$ cat src/rtl/piso_pkg.sv
// Shared types and constants for the parallel-in/serial-out shifter.
// State encodings are fixed so older code keyed on the raw values still lines up.
package piso_pkg;

    typedef logic [1:0] state_t;

    localparam state_t IDLE  = 2'b00;
    localparam state_t SHIFT = 2'b01;
    localparam state_t DONE  = 2'b10;

    localparam int unsigned DEFAULT_WIDTH = 8;

endpackage

$ cat src/rtl/piso_bit_counter.sv
// Bit position counter for one serialized word.
// Raises last on the final bit position and holds there rather than wrapping.
module piso_bit_counter
    import piso_pkg::*;
#(
    parameter int unsigned WIDTH = DEFAULT_WIDTH
) (
    input  logic clk,
    input  logic rst_n,
    input  logic clear,
    input  logic enable,
    output logic last
);

    localparam int unsigned CNT_W = $clog2(WIDTH);
    localparam logic [CNT_W-1:0] TERMINAL = CNT_W'(WIDTH - 1);

    logic [CNT_W-1:0] count;

    always_ff @(posedge clk or negedge rst_n) begin
        if (!rst_n) begin
            count <= '0;
        end else if (clear) begin
            count <= '0;
        end else if (enable && !last) begin
            count <= count + CNT_W'(1);
        end
    end

    assign last = (count == TERMINAL);

endmodule

$ cat src/rtl/piso_shifter.sv
// Parallel-in/serial-out shifter with valid/ready load handshake.
// Each word occupies WIDTH valid cycles, followed by a single done cycle.
module piso_shifter
    import piso_pkg::*;
#(
    parameter int unsigned WIDTH     = DEFAULT_WIDTH,
    parameter bit          MSB_FIRST = 1'b1
) (
    input  logic             clk,
    input  logic             rst_n,
    input  logic             load_valid,
    output logic             load_ready,
    input  logic [WIDTH-1:0] load_data,
    output logic             ser_out,
    output logic             ser_valid,
    output logic             done,
    output logic             busy
);

    state_t           state;
    logic [WIDTH-1:0] shreg;
    logic             accept;
    logic             last;

    assign load_ready = (state != SHIFT);
    assign busy       = (state == SHIFT);
    assign accept     = load_valid && load_ready;

    piso_bit_counter #(
        .WIDTH (WIDTH)
    ) u_bit_counter (
        .clk    (clk),
        .rst_n  (rst_n),
        .clear  (accept),
        .enable (busy),
        .last   (last)
    );

    // The first bit goes straight from load_data to ser_out on the accept edge,
    // so the register keeps only the bits still to be sent.
    always_ff @(posedge clk or negedge rst_n) begin
        if (!rst_n) begin
            state     <= IDLE;
            shreg     <= '0;
            ser_out   <= 1'b0;
            ser_valid <= 1'b0;
            done      <= 1'b0;
        end else begin
            done <= 1'b0;
            case (state)
                IDLE, DONE: begin
                    if (accept) begin
                        state     <= SHIFT;
                        ser_valid <= 1'b1;
                        if (MSB_FIRST) begin
                            ser_out <= load_data[WIDTH-1];
                            shreg   <= load_data << 1;
                        end else begin
                            ser_out <= load_data[0];
                            shreg   <= load_data >> 1;
                        end
                    end else begin
                        state     <= IDLE;
                        ser_out   <= 1'b0;
                        ser_valid <= 1'b0;
                    end
                end
                SHIFT: begin
                    if (last) begin
                        state     <= DONE;
                        ser_out   <= 1'b0;
                        ser_valid <= 1'b0;
                        done      <= 1'b1;
                    end else if (MSB_FIRST) begin
                        ser_out <= shreg[WIDTH-1];
                        shreg   <= shreg << 1;
                    end else begin
                        ser_out <= shreg[0];
                        shreg   <= shreg >> 1;
                    end
                end
                default: begin
                    state     <= IDLE;
                    ser_out   <= 1'b0;
                    ser_valid <= 1'b0;
                end
            endcase
        end
    end

endmodule
$ cat config.mk
export PLATFORM = sky130hd
export DESIGN_NAME = piso_shifter
export DESIGN_NICKNAME = d
export VERILOG_FILES = /design/src/rtl/piso_pkg.sv /design/src/rtl/piso_bit_counter.sv /design/src/rtl/piso_shifter.sv
export SDC_FILE = /design/constraint.sdc
export NUM_CORES = 1
export LEC_CHECK = 0
export ABC_AREA = 1
export ABC_CLOCK_PERIOD_IN_PS = 1240
export BUFFER_PORTS_ARGS = -buffer_cell sky130_fd_sc_hd__clkbuf_2
export CAP_MARGIN = 20
export CORE_UTILIZATION = 46
export CTS_BUF_LIST = sky130_fd_sc_hd__clkbuf_16
export CTS_CLUSTER_DIAMETER = 200
export CTS_CLUSTER_SIZE = 20
export DETAILED_ROUTE_END_ITERATION = 7
export PLACE_DENSITY = 0.72
export REMOVE_ABC_BUFFERS = 1
export SYNTH_ARGS = -nofsm -noshare
export SYNTH_HDL_FRONTEND = slang
export SYNTH_HIERARCHICAL = 1
export SYNTH_SLANG_ARGS = --single-unit
$ cat constraint.sdc
create_clock -name clk -period 1.24 [get_ports clk]
set_input_delay 0.186 -clock clk [delete_from_list [all_inputs] [get_ports clk]]
set_output_delay 0.186 -clock clk [all_outputs]
set_load 0.01 [all_outputs]
Word level (Yosys, flattened, before mapping)

Index checks and enable logic that the tools add are counted.

Add/subtract/negate cells: 1
Eq/ne operators: 7
Reduce and logical (&&, ||, !) cells: 8
Multiplexer cells: 16

Operator list:

| cell                  | count |
|---|---|
| $mux W8               | 2 |
| $pmux W8 S2           | 1 |
| $mux W1               | 7 |
| $mux W3               | 2 |
| $ne A2 B2 Y1 const B  | 3 |
| $pmux W1 S2           | 2 |
| $pmux W2 S2           | 1 |
| $reduce_bool A2 Y1    | 2 |
| $add A3 B1 Y3 const B | 1 |
| $eq A3 B3 Y1 const B  | 1 |
| $reduce_and A3 Y1     | 1 |
| $eq A2 B1 Y1 const B  | 1 |
| $eq A2 B2 Y1 const B  | 1 |
| $logic_and A1 B1 Y1   | 2 |
| $logic_not A2 Y1      | 1 |
| $mux W2               | 1 |
| $ne A2 B1 Y1 const B  | 1 |
| $reduce_or A2 Y1      | 1 |
| $logic_not A1 Y1      | 1 |

Flip-flop bits (word level): 16
Word-level logic and storage cells: 38
Output and inout port bits: 5
Bits of input ports: 11

Longest topological paths before layout

Gate-level depths: netlist of the first run.

Word-level depth: 5
Depth in mapped cells: 8
Mapped depth without buffers: 7

Hierarchy

Netlist of the first run, hierarchy kept.

Modules (own cells, without submodules):

| module           | area each (um2) | cells each | sequential area each (um2) | times used |
|---|---|---|---|---|
| piso_shifter     | 569.3           | 70         | 300.3                      | 1 |
| piso_bit_counter | 175.2           | 20         | 75.1                       | 1 |

Worst setup path after synthesis of the first run

OpenSTA, ideal clock, no wires.

Path type: register to register
From: register u_bit_counter.count[0]
To: register shreg[2]
Data required time: 1.175 ns
Period minus slack after synthesis: 1.317 ns
Setup slack: -0.077 ns
Path buffers: 0
Arrival: 1.252 ns
Library setup time: 0.065 ns
Cell stages (with the launch flop): 8
Cells stage by stage: dfrtp_1 ha_1 ha_1 inv_1 nand2_4 nand2_4 nand2_1 nand2_1

Cells in the longest elaborated chain, start to end: 3

Ends and longest elaborated chain:

| item                               | RTL line               | RTL |
|---|---|---|
| from (decl)                        | piso_bit_counter.sv:18 | `logic [CNT_W-1:0] count;` |
| from (signal assigned)             | piso_bit_counter.sv:26 | `count <= count + CNT_W'(1);` |
| $eq A3 B3 Y1                       | piso_bit_counter.sv:30 | `assign last = (count == TERMINAL);` |
| net last                           | piso_shifter.sv:23     | `logic last;` |
| $ne A2 B2 Y1 (no source line)      | n/a                    |  |
| $reduce_and A3 Y1 (no source line) | n/a                    |  |
| to (signal assigned)               | piso_shifter.sv:57     | `shreg <= load_data << 1;` |
| to (signal assigned)               | piso_shifter.sv:60     | `shreg <= load_data >> 1;` |
| to (signal assigned)               | piso_shifter.sv:76     | `shreg <= shreg << 1;` |
| to (decl)                          | piso_shifter.sv:21     | `logic [WIDTH-1:0] shreg;` |

The timed path passes the listed nets, and every way through them passes these cells.
A chain may end at the register's enable or synchronous reset.

Worst setup path in the final report of the first run

From: register u_bit_counter.count[1]
To: register u_bit_counter.count[2]

Cells in the longest elaborated chain, start to end: 4
Elaborated cells on any way between the ends: 7
Those cells by class: add/sub: 1; eq/ne: 1; mux: 2; reduce/logical: 3

Ends and longest elaborated chain:

| item                                | RTL line               | RTL |
|---|---|---|
| $eq A3 B3 Y1                        | piso_bit_counter.sv:30 |  |
| net last                            | piso_shifter.sv:23     |  |
| $logic_not A1 Y1                    | piso_bit_counter.sv:25 | `end else if (enable && !last) begin` |
| $logic_and A1 B1 Y1                 | piso_bit_counter.sv:25 |  |
| $reduce_bool A2 Y1 (no source line) | n/a                    |  |

The timed path passes the listed nets, and every way through them passes these cells. The select of a mux whose other input is x is not followed.

==> results.ini, run 1 <==
[clock_tree]
clk_latency_ns=0.24
cts_buffer_depth=2
cts_buffers=3
clkSinkCount=15
cts_root_buf=clkbuf_16
htree_levels=1
path_clk_slew_ns=0.05
cts_tree=yes

[synth]
synth.distinct_cells=13
yosysSeqAreaShare_pct=50.4
ys_seq_elements=15
synthCells=90
syn-cell-area_um2=744
synth.avg_cell_area_um2=8.27
synth_warnings=6

[run]
drv_cap=0

[pwr]
combPwrFrac_pct=47.5
seq_power_share_pct=29.3
power.internal_mw=1.68
p_sw_share_pct=37.2
clkPwrFrac_pct=23.2
p_switching_uw=997
ir_worst_vdd_v=0.00121
leakage_nw=0.602
power_density_nw_per_um2=2540

[sta]
finalCritPeriodShare_pct=97.7
skew_ns=0.00292
tightest_slew_ns=0.366
slew_headroom_pct=75.6
clock.fmax_mhz=826
final_hold_viol_count=0
fin_crit_ns=1.21
slew_violations=0
setup_violations=0

[cells_and_area]
fin_area_um2=1050
seqCellArea_um2=375
drive_above_1_share_pct=36.7
utilization_pct=69.9
multi_input_area_um2=359
num_antenna_cells=0
nFillCells=130
layout.nets=134
areaGrowthSynthToFinish_pct=41.3

[critical_path]
cp.arrival_ns=1.39
crit_chain=ha_2 > ha_4 > buf_6 > nor2_4 > nand3_1 > nand2_1
startpoint_type=flip-flop
endpoint_kind=flip-flop
path_max_fanout=3
crit_path_top_delay_cell=dfrtp_1
crit_required_ns=1.42
cpPeakStageDelay_ns=0.38
cp_top_family=adder cells
path_buf_inv=1
critPathKind=flip-flop to flip-flop

[routing]
wirelength_um=1610
vias=664
dr.first_iter.drc_count=12
drtAntennaViolNets=0
drc=0
drt_pass1_iterations=4
via_per_inst=4.88
wl_per_cell_um=11.8

[global_route]
antenna_found_initial=0
gr-total-overflow=0
track_usage_pct=20.1
grt_pass1_wl_um=2630
grt_max_degree=16
grt_pass1_vias=619

[placement]
dp_hpwl_um=1050
io_buffers=15
place_area_um2=870
gp_congestion=0.780

[outcome]
status=finished, final reports clean

[floorplan]
dieArea_um2=1780
die_x_um=42.2
die_h_um=42.2
io-pin-count=16
placementRows=14
design.core.area_um2=1510
start_util_pct=49.4

[min_path]
holdCritPathClass=input pin to flip-flop

[per-stage QoR]
step	cells	hold slack [ns]	setup TNS [ns]	power (mW)	setup slack (ns)
global placement	125	0.115	0	1.76	0.00236
floorplan	89	-0.110	-0.544	1.46	-0.0784
detailed placement	125	0.121	-0.272	1.79	-0.0441
finish	136	0.140	0	2.68	0.0287
CTS	133	0.139	0	2.49	0.00796
global route	136	0.154	-0.0305	2.87	-0.0167
[power groups by stage]
stage                     Combinational (mW)  Clock [mW]  Sequential (mW)
after floorplan                        0.682           0            0.777
after global placement                 0.989           0            0.771
after detailed placement                1.02           0            0.777
after CTS                               1.11       0.616            0.772
after global routing                    1.43       0.638            0.800
final                                   1.27       0.621            0.783
[path summary, 6_finish.rpt]
check	start	to	cells past startpoint	slack (ns)
max	u_bit_counter/count[1]$_DFFE_PN0P_	u_bit_counter/count[2]$_DFFE_PN0P_	6	0.03
min	load_data[7]	ser_out$_DFF_PN0_	3	0.14
max reg2reg	u_bit_counter/count[1]$_DFFE_PN0P_	u_bit_counter/count[2]$_DFFE_PN0P_	6	0.03
min reg2reg	shreg[7]$_DFFE_PN0P_	shreg[7]$_DFFE_PN0P_	2	0.51
max in group asynchronous	rst_n	u_bit_counter/count[1]$_DFFE_PN0P_	2	0.59
min in group asynchronous	rst_n	shreg[4]$_DFFE_PN0P_	2	0.39
[repair_timing]
| item | 4_1_cts | 5_1_grt |
|---|---|---|
| hold buffers | 1 | 0 |
| hold endpoints to repair | 15 | 0 |
| pin swaps | 1 | 4 |
| setup buffers | 3 | 3 |
| resized for setup | 2 | 11 |
| setup endpoints to repair | 13 | 13 |
[final cells by class]
class	count	area share, %
inverters	9	3.80
clock buffers	3	7.13
multi-input cells	65	34.1
repair buffers	27	17.0
flip-flops and latches	15	35.7
clock inverters	1	0.357
well taps	16	1.90
[Yosys cell counts, drive strengths merged]
| cell type | number | share of area, % |
|---|---|---|
| inv | 8 | 4.0 |
| nand2 | 43 | 24 |
| clkinv | 1 | 0.67 |
| nand3 | 16 | 12 |
| dfrtp | 15 | 50 |
| buf | 1 | 1.0 |
| ha | 2 | 3.4 |
| nor2 | 4 | 4.0 |
[flip-flops by register name, summed over array words and instances, names as in the netlist]
name                 flops
state                    2
done                     1
ser_out                  1
ser_valid                1
u_bit_counter/count      3
shreg                    7
[worst min-delay path, cell delays in order]
cell	delay (ns)
clkbuf_2	0.07
nand2_1	0.04
nand2_1	0.05
[logic make-up after synthesis]
logic type               share of synthesized area, %
adder cells (fa/ha/maj)                          3.36
flip-flops                                       50.4
buffers and inverters                            5.71
AND/OR/NAND/NOR                                  40.5
[metal layers]
metal  global-route usage [%]  part of all wire (%)  vias to the layer above
li1                         -                     -                      338
met5                        0                     0                        -
met2                     31.4                    51                       17
met1                     26.3                    46                      307
met3                     3.88                   2.7                        2
met4                     11.3                  0.31                        0
[cells in the final DEF, fill, tap and decap left out]
master	instances
nand2_1	39
dlygate4sd3_1	1
inv_2	1
ha_4	1
nand3_4	1
clkbuf_16	3
nand3_2	2
clkbuf_2	15
buf_6	3
ha_2	1
nor2_4	2
nor2_1	2
nand2_4	3
dfrtp_1	15
buf_4	8
nand2_2	1
clkinv_2	1
inv_1	6
nand3_1	13
inv_4	2
(Power assumes the default switching activity.)
==> inputs of run 2 (changes only) <==
CORE_UTILIZATION = 49   (was 46)
CTS_BUF_LIST = sky130_fd_sc_hd__clkbuf_4 sky130_fd_sc_hd__clkbuf_8   (was sky130_fd_sc_hd__clkbuf_16)
PLACE_DENSITY = 0.76   (was 0.72)
==> results.ini, run 2 (same netlist as run 1, synthesis figures left out) <==
[routing]
drt_pass1_iterations=4
dr_wl_met2_um=910
dr.first_iter.drc_count=20
vias=695
wl_per_cell_um=13.9
wirelength_um=1820
topRoutingLayerUsed=met4
via_per_inst=5.31
wl_met1_um=833
dr_wl_met3_um=71
drc=0
drtAntennaViolNets=0

[cells_and_area]
final_cell_mix=nand2_1 (29), dfrtp_1 (15), clkbuf_2 (14)
num_antenna_cells=0
layout.nets=130
regMostFlops=shreg
largest_register_ffs=7
mostFrequentLayoutCell=nand2_1
nFillCells=91
areaGrowthSynthToFinish_pct=42.0
drive_above_1_share_pct=49.1
top_regs=shreg: 7 flops, u_bit_counter/count: 3 flops, state: 2 flops

[critical_path]
path_max_fanout=3
startpoint_type=flip-flop
endpoint_kind=flip-flop
critPathKind=flip-flop to flip-flop
cp.arrival_ns=1.44
crit_required_ns=1.41

[floorplan]
placementRows=13
io-pin-count=16
die_h_um=41.0
dieArea_um2=1680
design.core.area_um2=1350
die_x_um=41.0
start_util_pct=55.1

[sta]
timing.final.ws_setup_ns=-0.0285
tightest_slew_ns=0.374
slew_headroom_pct=75.1
clock.fmax_mhz=788
slew_violations=0
whs_ns=0.108
fin_crit_ns=1.27
finalCritPeriodShare_pct=102
skew_ns=0.00213
setup_violations=3
rsz0062_at_grt=yes
final_hold_viol_count=0

[outcome]
status=finished with violations
failed_checks=negative setup slack

[clock_tree]
cts_buffers=3
clkSinkCount=15
cts_buffer_depth=2
htree_levels=1
path_clk_slew_ns=0.09
clk_latency_ns=0.27
cts_root_buf=clkbuf_4
cts_tree=yes

[global_route]
antenna_found_initial=0
track_usage_pct=22.2
gr-total-overflow=0
grt_max_degree=16
grt_pass1_wl_um=2310
grt_pass1_vias=561

[pwr]
total_power_mw=2.61
ir_worst_vdd_v=0.00126
power.internal_mw=1.45
leakage_nw=0.577
clkPwrFrac_pct=11.5
p_sw_share_pct=44.4
p_switching_mw=1.16
power_density_nw_per_um2=2470
combPwrFrac_pct=57.8
seq_power_share_pct=30.7

[placement]
gp_congestion=0.791
io_buffers=15
post-place-ws_ns=-0.0244
dp_hpwl_um=1000

[run]
drv_cap=0

[min_path]
holdCritPathClass=input pin to flip-flop

## run 2: timing repair
item / in CTS / in global routing
resized for setup: 4 / 34
setup buffers: 2 / 2
pin swaps: 3 / 9
endpoints found under the hold margin: 15 / 0
hold buffers: 1 / 0
setup endpoints to repair: 12 / 11
## run 2: stage by stage
stage	TNS, ns	utilization [%]	cell area, um2	std cells
3_5_place_dp	-0.0550	63.8	861	123
5_1_grt	-0.406	78.3	1060	131
3_3_place_gp	-0.00529	63.8	861	123
2_1_floorplan	-0.544	-	737	89
4_1_cts	-0.0876	68.5	925	130
6_report	-0.0470	78.3	1060	131
## run 2: layout make-up
type / count / area (um2) / area share, %
multi-input cells: 65 / 432 / 40.8
flip-flops and latches: 15 / 375 / 35.5
repair buffers: 23 / 159 / 15.0
inverters: 9 / 42.5 / 4.02
clock buffers: 4 / 30.0 / 2.84
well taps: 15 / 18.8 / 1.78
## run 2: critical path, cell delays in order (launching register included)
cell and delay, ns:
dfrtp_1 0.41, ha_2 0.21, ha_4 0.17, buf_6 0.12, inv_4 0.05, nand2_4 0.06, nand3_1 0.09, nand2_1 0.06
## run 2: worst paths after layout
check	depth (start not counted)	end	slack (ns)	startpoint
max	7	u_bit_counter/count[0]$_DFFE_PN0P_	-0.03	u_bit_counter/count[1]$_DFFE_PN0P_
min	3	shreg[1]$_DFFE_PN0P_	0.11	load_data[0]
max reg2reg	7	u_bit_counter/count[0]$_DFFE_PN0P_	-0.03	u_bit_counter/count[1]$_DFFE_PN0P_
min reg2reg	2	shreg[1]$_DFFE_PN0P_	0.52	shreg[1]$_DFFE_PN0P_
max in group asynchronous	2	done$_DFF_PN0_	0.61	rst_n
min in group asynchronous	2	shreg[1]$_DFFE_PN0P_	0.36	rst_n
## run 2: layer usage
| metal | track usage (%) | up-vias |
|---|---|---|
| met5 | 0 | - |
| met4 | 10.0 | 0 |
| met3 | 3.26 | 2 |
| met2 | 36.3 | 21 |
| met1 | 28.7 | 339 |
| li1 | - | 333 |
## run 2: power groups by stage
stage / combinational (mW) / clock (mW) / sequential, mW
floorplan: 0.682 / 0 / 0.777
global placement: 0.959 / 0 / 0.776
detailed placement: 0.983 / 0 / 0.780
CTS: 1.08 / 0.306 / 0.774
global route: 1.65 / 0.333 / 0.820
finish: 1.51 / 0.301 / 0.799
